$ cat src/rtl/rx_tap_calibrator.sv
// rx_tap_calibrator: sweeps delay-tap codes, accumulates symbol magnitude per tap, locks onto the best; optional auto-recalibration via RXCAL_AUTO_RESTART_EN
module rx_tap_calibrator #(
  parameter int NUM_TAPS    = 5,
  parameter int LOG2_N      = 8,
  parameter int SETTLE_SYMS = 4,
  parameter int RECAL_SYMS  = 4096
) (
  input  logic                clk,
  input  logic                reset,
  input  logic                sym_clk,
  input  logic                start,
  input  logic signed [17:0]  sym_in,
  output logic [2:0]          tap_sel,
  output logic                busy,
  output logic                done,
  output logic [16+LOG2_N:0]  best_metric
);
  typedef enum logic [2:0] {IDLE, SETTLE, ACCUM, COMPARE, COMMIT} state_t;
  localparam int AW = 17 + LOG2_N;
  localparam int ACC_N = 1 << LOG2_N;
  localparam int M1 = SETTLE_SYMS > ACC_N ? SETTLE_SYMS : ACC_N;
  localparam int CNT_MAX = M1 > RECAL_SYMS ? M1 : RECAL_SYMS;
  localparam int CW = $clog2(CNT_MAX + 1);
  localparam logic [CW-1:0] SET_LAST = CW'(SETTLE_SYMS - 1);
  localparam logic [CW-1:0] ACC_LAST = CW'(ACC_N - 1);
  localparam logic [2:0] LAST_CAND = 3'(NUM_TAPS - 1);
  state_t r_state, w_next;
  logic [2:0] r_cand, r_best_tap;
  logic [AW-1:0] r_acc;
  logic [CW-1:0] r_cnt;
  logic [16:0] w_mag;
  logic w_go, w_last_set, w_last_acc, w_take, w_last_cand;
`ifdef RXCAL_AUTO_RESTART_EN
  localparam logic [CW-1:0] RECAL_LAST = CW'(RECAL_SYMS - 1);
  logic r_swept;
  assign w_go = start || (r_swept && sym_clk && r_cnt == RECAL_LAST);
`else
  assign w_go = start;
`endif
  assign w_mag = sym_in[17] ? (sym_in[16:0] == 17'd0 ? 17'h1FFFF : ~sym_in[16:0] + 17'd1) : sym_in[16:0];
  assign w_last_set = sym_clk && r_cnt == SET_LAST;
  assign w_last_acc = sym_clk && r_cnt == ACC_LAST;
  assign w_take = r_cand == 3'd0 || r_acc > best_metric;
  assign w_last_cand = r_cand == LAST_CAND;
  // next-state decode; sym_clk only advances the sweep in SETTLE and ACCUM
  always_comb begin
    w_next = r_state;
    case (r_state)
      IDLE:    w_next = w_go ? SETTLE : IDLE;
      SETTLE:  w_next = w_last_set ? ACCUM : SETTLE;
      ACCUM:   w_next = w_last_acc ? COMPARE : ACCUM;
      COMPARE: w_next = w_last_cand ? COMMIT : SETTLE;
      COMMIT:  w_next = IDLE;
      default: w_next = IDLE;
    endcase
  end
  // state register, registered outputs and datapath; the shared counter also times idle in auto-restart builds
  always_ff @(posedge clk) begin
    if (reset) begin
      r_state     <= IDLE;
      tap_sel     <= 3'd4;
      busy        <= 1'b0;
      done        <= 1'b0;
      best_metric <= '0;
      r_cand      <= 3'd0;
      r_best_tap  <= 3'd0;
      r_acc       <= '0;
      r_cnt       <= '0;
`ifdef RXCAL_AUTO_RESTART_EN
      r_swept     <= 1'b0;
`endif
    end else begin
      r_state <= w_next;
      busy    <= w_next == SETTLE || w_next == ACCUM || w_next == COMPARE;
      done    <= w_next == COMMIT;
      case (r_state)
        IDLE: begin
          if (w_go) begin
            r_cand      <= 3'd0;
            tap_sel     <= 3'd0;
            r_acc       <= '0;
            best_metric <= '0;
            r_best_tap  <= 3'd0;
            r_cnt       <= '0;
          end
`ifdef RXCAL_AUTO_RESTART_EN
          else if (r_swept && sym_clk) r_cnt <= r_cnt + 1'b1;
`endif
        end
        SETTLE: if (sym_clk) r_cnt <= w_last_set ? '0 : r_cnt + 1'b1;
        ACCUM: begin
          if (sym_clk) begin
            r_acc <= r_acc + AW'(w_mag);
            r_cnt <= w_last_acc ? '0 : r_cnt + 1'b1;
          end
        end
        COMPARE: begin
          if (w_take) begin
            best_metric <= r_acc;
            r_best_tap  <= r_cand;
          end
          if (w_last_cand) tap_sel <= w_take ? r_cand : r_best_tap;
          else begin
            r_cand  <= r_cand + 3'd1;
            tap_sel <= r_cand + 3'd1;
            r_acc   <= '0;
          end
        end
        COMMIT: begin
`ifdef RXCAL_AUTO_RESTART_EN
          r_swept <= 1'b1;
`endif
        end
        default: ;
      endcase
    end
  end
endmodule
$ cat config.mk
export PLATFORM = sky130hd
export DESIGN_NAME = rx_tap_calibrator
export DESIGN_NICKNAME = d
export VERILOG_FILES = /design/src/rtl/rx_tap_calibrator.sv
export SDC_FILE = /design/constraint.sdc
export NUM_CORES = 1
export LEC_CHECK = 0
export CORE_MARGIN = 3
export CORE_UTILIZATION = 40
export DETAILED_ROUTE_END_ITERATION = 8
export DONT_BUFFER_PORTS = 1
export SLEW_MARGIN = 0
export SYNTH_ARGS = -nofsm -noshare
export SYNTH_HDL_FRONTEND = slang
export SYNTH_SLANG_ARGS = --single-unit
$ cat constraint.sdc
create_clock -name clk -period 8.9 [get_ports clk]
set_clock_uncertainty 0.05 [all_clocks]
set_input_delay 1.335 -clock clk [delete_from_list [all_inputs] [get_ports clk]]
set_output_delay 1.335 -clock clk [all_outputs]
set_load 0.005 [all_outputs]
==> metrics.md, run 1 <==
| Metric | Value |
|---|---|
| Placer Congestion | `about 0.87` |
| CP Data Required Time | `roughly 9.1 ns` |
| Setup TNS | `0 ns` |
| Vias in the first global route | `roughly 4,000` |
| Iteration-0 DRC count of the detailed router | `360` |
| Skew-Pair Late Insertion Delay | `between 0.3 and 0.4 ns` |
| Vias | `around 4,300` |
| Ant. Diodes | `0` |
| Min Tclk post-route | `around 5.4 ns` |
| Critical Path Max Stage Delay | `between 0.7 and 0.8 ns` |
| Worst IR drop on VDD | `between 0.07 and 0.08 mV` |
| Initial antenna violation count | `0` |
| Worst Path Max Fanout | `12` |
| H-tree Lvls | `3` |
| Fmax | `approximately 0.18 GHz` |
| Buffer and inverter count on the worst path | `1` |
| # Post-CTS Setup Buffers | `0` |
| Post-CTS sizing | `0` |
| Initial Utilization | `approximately two fifths` |
| Sequential standard cell area | `1540 µm²` |
| DRC viols | `0` |
| Drt pass-1 iters | `5` |
| Ports | `52` |
| Startpoint Class | `primary input` |
| Maxcap violations | `0` |
| Fin nets | `between 600 and 700` |
| Root Buffer | `clkbuf_16` |
| Hold Fails Final Rpt | `0` |
| Commonest non-fill, non-tap cell in the layout | `dfxtp_1` |
| Syn_area_per_cell | `8.07 µm²` |
| Cell breakdown of the critical path | `inv_1, ha_1, nor3b_2, nand4_1, or3_1, nor4_2, o21ai_0, nor2b_1, a31oi_1, ha_1, nand2_1, o31a_1, o31a_1, o21a_1, or3b_1, xor2_1, nor2_1` |
| Final Cell Area | `5570 µm²` |
| Hold Buf Count CTS | `0` |
| Sequential area share after synthesis | `around 30%` |
| CTS tree | `yes` |
| Cell accounting for the most synthesized area | `dfxtp_1` |
| Top cells by area, synth | `dfxtp_1, ha_1, mux2i_1, nand2_1, nor2_1` |
| Status | `finished, final reports clean` |
| Final WL | `around 12,000 µm` |
| FP Rows | `40` |
| Global Route Usage Sum | `~17%` |
| Pwr/cell area | `150 nW/µm²` |
| Clk slew on worst S/H paths | `~0.06 ns` |
| Crit Path Category | `primary input to flip-flop` |
| Setup violators final | `0` |
| Final Cycle Share | `between 60 and 70%` |
| Most frequent cells in the layout | `dfxtp_1, nand2_1, nor2_1` |
| Hold Crit Class | `flip-flop to flip-flop` |
| Cts bufs inserted | `9` |
| Largest net degree at the start of global routing | `54` |
| Ys async rst share | `0%` |
| Share of cells above drive strength 1 | `about 4.3%` |
| Grt ovf | `0` |
| Clock Tree Buf Depth | `2` |
| Die width | `roughly 120 µm` |
| Critical path arrival | `5.61 ns` |
| Placed Area | `approximately 5300 µm²` |
| LEAKAGE | `~0.0022 µW` |
| CP max stage cell | `nor4_2` |
| Ys flop type | `dfxtp_1` |
| TritonCTS Sinks | `77` |
| Fillers | `1,202` |
| Cell count after synthesis | `roughly 640` |
| First-pass GRT wire length | `just over 20,000 µm` |
| Synth top area share | `a little under a third` |
| Hpwl dp | `between 9000 and 10,000 µm` |
| Post-synth EDFFs | `0` |
| Unique masters post-synth | `60` |
| RSZ-0062 raised after global routing | `false` |
| Seq cells post-synth | `just under 80` |
| Post-Synthesis Net Count | `between 700 and 800` |
| Via density | `5.43` |
| Crit path max-delay family | `simple AND/OR/NAND/NOR gates` |
| P&R area growth vs syn | `8.66%` |
| Die footprint | `roughly 14,000 µm²` |
| Area of the multi-input gates | `around 3400 µm²` |
| Die Ht | `~120 µm` |
| Detail Route Antenna Nets | `0` |
| Mapped Area | `approximately 5100 µm²` |
| Synth warnings | `0` |
| Total core area | `between 10,000 and 15,000 µm²` |
| DR WL/cell | `about 15 µm` |
| Final Max Slew Viols | `0` |
| Worst-Margin Slew | `roughly 0.96 ns` |
| Port Buffers | `0` |
| Slew headroom | `35.8%` |
| Crit end category | `flip-flop` |
## worst paths after layout
path                                startpoint                           to  cells after the start  slack, ns
hold reg to reg     r_best_tap[2]$_SDFFE_PP0P_   r_best_tap[2]$_SDFFE_PP0P_                      2       0.41
hold / removal      r_best_tap[2]$_SDFFE_PP0P_   r_best_tap[2]$_SDFFE_PP0P_                      2       0.41
setup reg to reg  best_metric[14]$_SDFFE_PP0P_  best_metric[8]$_SDFFE_PP0P_                     10       5.58
setup / recovery                     sym_in[0]       r_acc[20]$_SDFFE_PP0P_                     17       3.46
## worst min-delay path, stage by stage, from the launching register on
cell	delay [ns]
dfxtp_1	0.31
inv_1	0.05
o22ai_1	0.05
## per-layer routing
metal	up-vias	GRT usage (%)	share of wire (%)	wire length, µm
li1	2232	-	-	-
met1	1987	22.7	48	5680
met2	89	26.8	45	5260
met3	18	4.80	5.6	663
met4	0	5.43	1.5	179
met5	-	0	0	0
## stage by stage
stage	setup slack (ns)	instances	hold slack [ns]	power, µW	utilization, %
floorplan	3.95	635	0.379	437	-
global placement	3.28	781	0.390	453	42.8
detailed placement	3.09	781	0.403	455	42.8
CTS	3.45	797	0.414	846	45.4
global route	2.90	797	0.438	872	45.4
finish	3.46	797	0.413	838	45.4
## power breakdown
part | internal, µW | total [µW] | switching [µW]
Sequential | 349 | 352 | 3.83
Clock | 246 | 390 | 145
Combinational | 38.8 | 95.3 | 56.5
## sequential cells by signal (all words and copies together) (netlist names)
signal       cells
r_best_tap       3
best_metric     25
busy             1
done             1
r_cnt           13
r_cand           3
r_acc           25
r_state          3
tap_sel          3
## cell type report
| cell class | count | share of cell area, % |
|---|---|---|
| clock buffers | 10 | 4.11 |
| clock inverters | 6 | 1.57 |
| inverters | 34 | 2.29 |
| multi-input cells | 500 | 60.3 |
| flip-flops and latches | 77 | 27.7 |
| well taps | 168 | 3.77 |
| repair buffers | 2 | 0.270 |
## Yosys cell counts (2+ instances only)
master,count
nor2b_1,10
a21o_1,8
o21a_1,12
nor4_1,5
or3_4,2
or2_1,2
a21oi_1,41
xor2_1,19
o21ai_0,22
nor3_1,11
inv_1,34
a22oi_1,12
o211ai_1,3
nand2b_1,33
dfxtp_1,77
o21ai_1,7
o31a_1,4
nand4_1,15
nor2_1,58
o22ai_1,8
buf_4,2
ha_1,47
nand2_1,69
nor3b_1,2
o211a_1,3
a31oi_1,10
o221ai_1,2
mux2i_1,29
clkbuf_1,20
or3_1,9
nand3_1,13
xnor2_1,13
o21bai_1,3
buf_2,2
a211oi_1,3
## cell families (layout without fill, tap and decap cells)
kind of cell | after synthesis | count (layout) | share of synthesized area [%]
and+or+nand+nor | 243 | 243 | 24.1
AOI/OAI and AO/OA | 148 | 148 | 18.4
DFF | 77 | 77 | 30.1
buffers and inverters | 58 | 52 | 4.44
adders and majority gates | 48 | 48 | 11.9
xor gates and xnor gates | 32 | 32 | 5.47
muxes | 29 | 29 | 5.66
Note: power is estimated with default switching activity, not from simulation.
==> run 2, diff against run 1 <==
==> constraint.sdc (replaced) <==
create_clock -name clk -period 5 [get_ports clk]
set_clock_uncertainty 0.05 [all_clocks]
set_input_delay 0.75 -clock clk [delete_from_list [all_inputs] [get_ports clk]]
set_output_delay 0.75 -clock clk [all_outputs]
set_load 0.005 [all_outputs]
==> run 2 against run 1 <==
Compared with the run above:
- hold slack better by 0.0013 ns
- clock-buffer cell count is 1 higher
- total power rose by 75%
- die area is the same
- cell area rose by 0.11%
==> metrics.md, run 2 (synthesized netlist as in run 1, its figures left out) <==
| Metric | Value |
|---|---|
| CP max stage cell | `or3_1` |
| GR Layer Usage met3 | `3.89% (-0.90 points)` |
| Critical Path Max Stage Delay | `0.41 ns (-0.33 ns)` |
| Most frequent cells in the layout | `dfxtp_1, nand2_1, nor2_1` |
| Pwr/cell area | `262 nW/µm² (+74%)` |
| Fin nets | `697 (+0.43%)` |
| Hpwl dp | `9330 µm (+2.6%)` |
| Setup TNS | `0 ns (unchanged)` |
| Via density | `5.48 (+0.90%)` |
| Final Max Slew Viols | `0 (unchanged)` |
| Grt met2 use | `26.8% (unchanged)` |
| Total core area | `12,300 µm² (unchanged)` |
| Worst IR drop on VDD | `0.149 mV (+100%)` |
| RSZ-0062 raised after global routing | `false` |
| Crit end category | `flip-flop` |
| Hold Fails Final Rpt | `0 (unchanged)` |
| Initial Utilization | `41.8% (unchanged)` |
| Final Total Pwr | `1460 µW (+75%)` |
| Worst-Margin Slew | `0.636 ns (-0.319 ns)` |
| Post-CTS sizing | `0 (unchanged)` |
| Largest net degree at the start of global routing | `54 (unchanged)` |
| Startpoint Class | `primary input` |
| Cts bufs inserted | `9 (unchanged)` |
| Clk slew on worst S/H paths | `0.06 ns (about the same)` |
| Critical path arrival | `4.46 ns (-1.15 ns)` |
| Port Buffers | `0 (unchanged)` |
| H-tree Lvls | `3 (unchanged)` |
| Global Route Usage Sum | `17.3% (+0.22 points)` |
| Final Util | `45.5% (+0.051 points)` |
| Hold Crit Class | `flip-flop to flip-flop` |
| Final WL | `12,300 µm (+4.0%)` |
| Slew headroom | `57.5% (+22 points)` |
| Die width | `119 µm (unchanged)` |
| Skew-Pair Late Insertion Delay | `0.33 ns (about the same)` |
| Regs by FF count | `best_metric: 25 flops, r_acc: 25 flops, r_cnt: 13 flops` |
| Detail Route Antenna Nets | `0 (unchanged)` |
| Maxcap violations | `0 (unchanged)` |
| Ports | `52 (unchanged)` |
| TritonCTS Sinks | `77 (unchanged)` |
| Die footprint | `14,200 µm² (unchanged)` |
| FP Rows | `40 (unchanged)` |
| Met1 Use GR | `24.4% (+1.7 points)` |
| Min Tclk post-route | `4.29 ns` |
| Root Buffer | `clkbuf_16` |
| Initial antenna violation count | `0 (unchanged)` |
| Worst Path Max Fanout | `5 (-7)` |
| Drt pass-1 iters | `5 (unchanged)` |
| P&R area growth vs syn | `8.79%` |
| Fmax | `about 0.23 GHz` |
| Vias | `4,376 (+1.2%)` |
| Ant. Diodes | `0 (unchanged)` |
| # Post-CTS Setup Buffers | `0 (unchanged)` |
| Crit Path Category | `primary input to flip-flop` |
| Clock Tree Buf Depth | `2 (unchanged)` |
| DR WL/cell | `15.3 µm (+3.8%)` |
| Vias in the first global route | `4,078 (-0.90%)` |
| Hold Buf Count CTS | `0 (unchanged)` |
| Grt ovf | `0 (unchanged)` |
| Status | `finished, final reports clean` |
| First-pass GRT wire length | `20,300 µm (+1.1%)` |
| GR peak layer | `met2` |
| CP Data Required Time | `5.17 ns (-3.90 ns)` |
| R2R Setup Slk | `1.57 ns (-4.01 ns)` |
| Setup violators final | `0 (unchanged)` |
| Final Cycle Share | `a little under nine tenths` |
| Share of cells above drive strength 1 | `4.75% (+0.46 points)` |
| Iteration-0 DRC count of the detailed router | `321 (-11%)` |
| LEAKAGE | `0.00222 µW (+0.32%)` |
| Die Ht | `119 µm (unchanged)` |
| Placer Congestion | `0.872 (about the same)` |
| Cell breakdown of the critical path | `inv_1, ha_1, nor3b_2, nand4_1, or3_1, nor4_2, o21ai_0, nor2b_1, a31oi_1, ha_1, nand2_1, o31a_1, o31a_1, o21a_1, or3b_1, xor2_1, nor2_1` |
| CTS tree | `yes` |
| DRC viols | `0 (unchanged)` |
| Commonest non-fill, non-tap cell in the layout | `dfxtp_1` |
-- run 2: cell count changes in the layout (fill, tap and decap cells not counted), sizes merged --
| cell | before | now |
|---|---|---|
| buf | 2 | 5 |
| clkinv | 4 | 2 |
| bufinv | 2 | 1 |
| clkbuf | 10 | 11 |
| clkinvlp | 0 | 1 |
-- run 2: power breakdown --
part / switching (µW) / internal [µW] / total [µW]
sequential: 7.03 / 621 / 628
clock: 254 / 409 / 663
combinational: 103 / 69.7 / 172
total: 364 / 1100 / 1460
-- run 2: worst paths after layout --
kind / startpoint / endpoint / depth (start not counted)
worst max-delay path: sym_in[0] / r_acc[20]$_SDFFE_PP0P_ / 17
worst min-delay path: r_best_tap[2]$_SDFFE_PP0P_ / r_best_tap[2]$_SDFFE_PP0P_ / 2
worst max register to register: best_metric[14]$_SDFFE_PP0P_ / best_metric[4]$_SDFFE_PP0P_ / 10
worst min register to register: r_best_tap[2]$_SDFFE_PP0P_ / r_best_tap[2]$_SDFFE_PP0P_ / 2
-- run 2: area by class of cell --
cell class,instances,area [µm²]
fill,1211,6690
multi-input combinational,500,3360
sequential,77,1540
clock buffer,11,253
tap,168,210
inverter,34,128
clock inverter,4,47.5
timing repair buffer,5,37.5
-- run 2: worst max-delay path: cells and delay by family --
family	cells	cell delay [ns]
AO/OA/AOI/OAI	5	1.25
XOR/XNOR	1	0.14
adder cells (fa/ha/maj)	2	0.43
buffers and inverters	1	0.06
AND/OR/NAND/NOR	8	1.84
-- run 2: per-layer routing --
layer | wire length (µm) | part of all wire (%)
met3 | 554 | 4.5
met2 | 5380 | 44
met4 | 134 | 1.1
met5 | 0 | 0
met1 | 6190 | 50
-- run 2: through the flow --
| stage | cells | instance area, µm² | hold WS [ns] | setup slack, ns |
|---|---|---|---|---|
| 5_1_grt | 799 | 5580 | 0.418 | 0.302 |
| 2_1_floorplan | 635 | 5130 | 0.379 | 0.636 |
| 3_3_place_gp | 784 | 5280 | 0.390 | 0.442 |
| 4_1_cts | 799 | 5580 | 0.412 | 0.742 |
| 6_report | 799 | 5580 | 0.414 | 0.705 |
| 3_5_place_dp | 784 | 5280 | 0.404 | 0.397 |
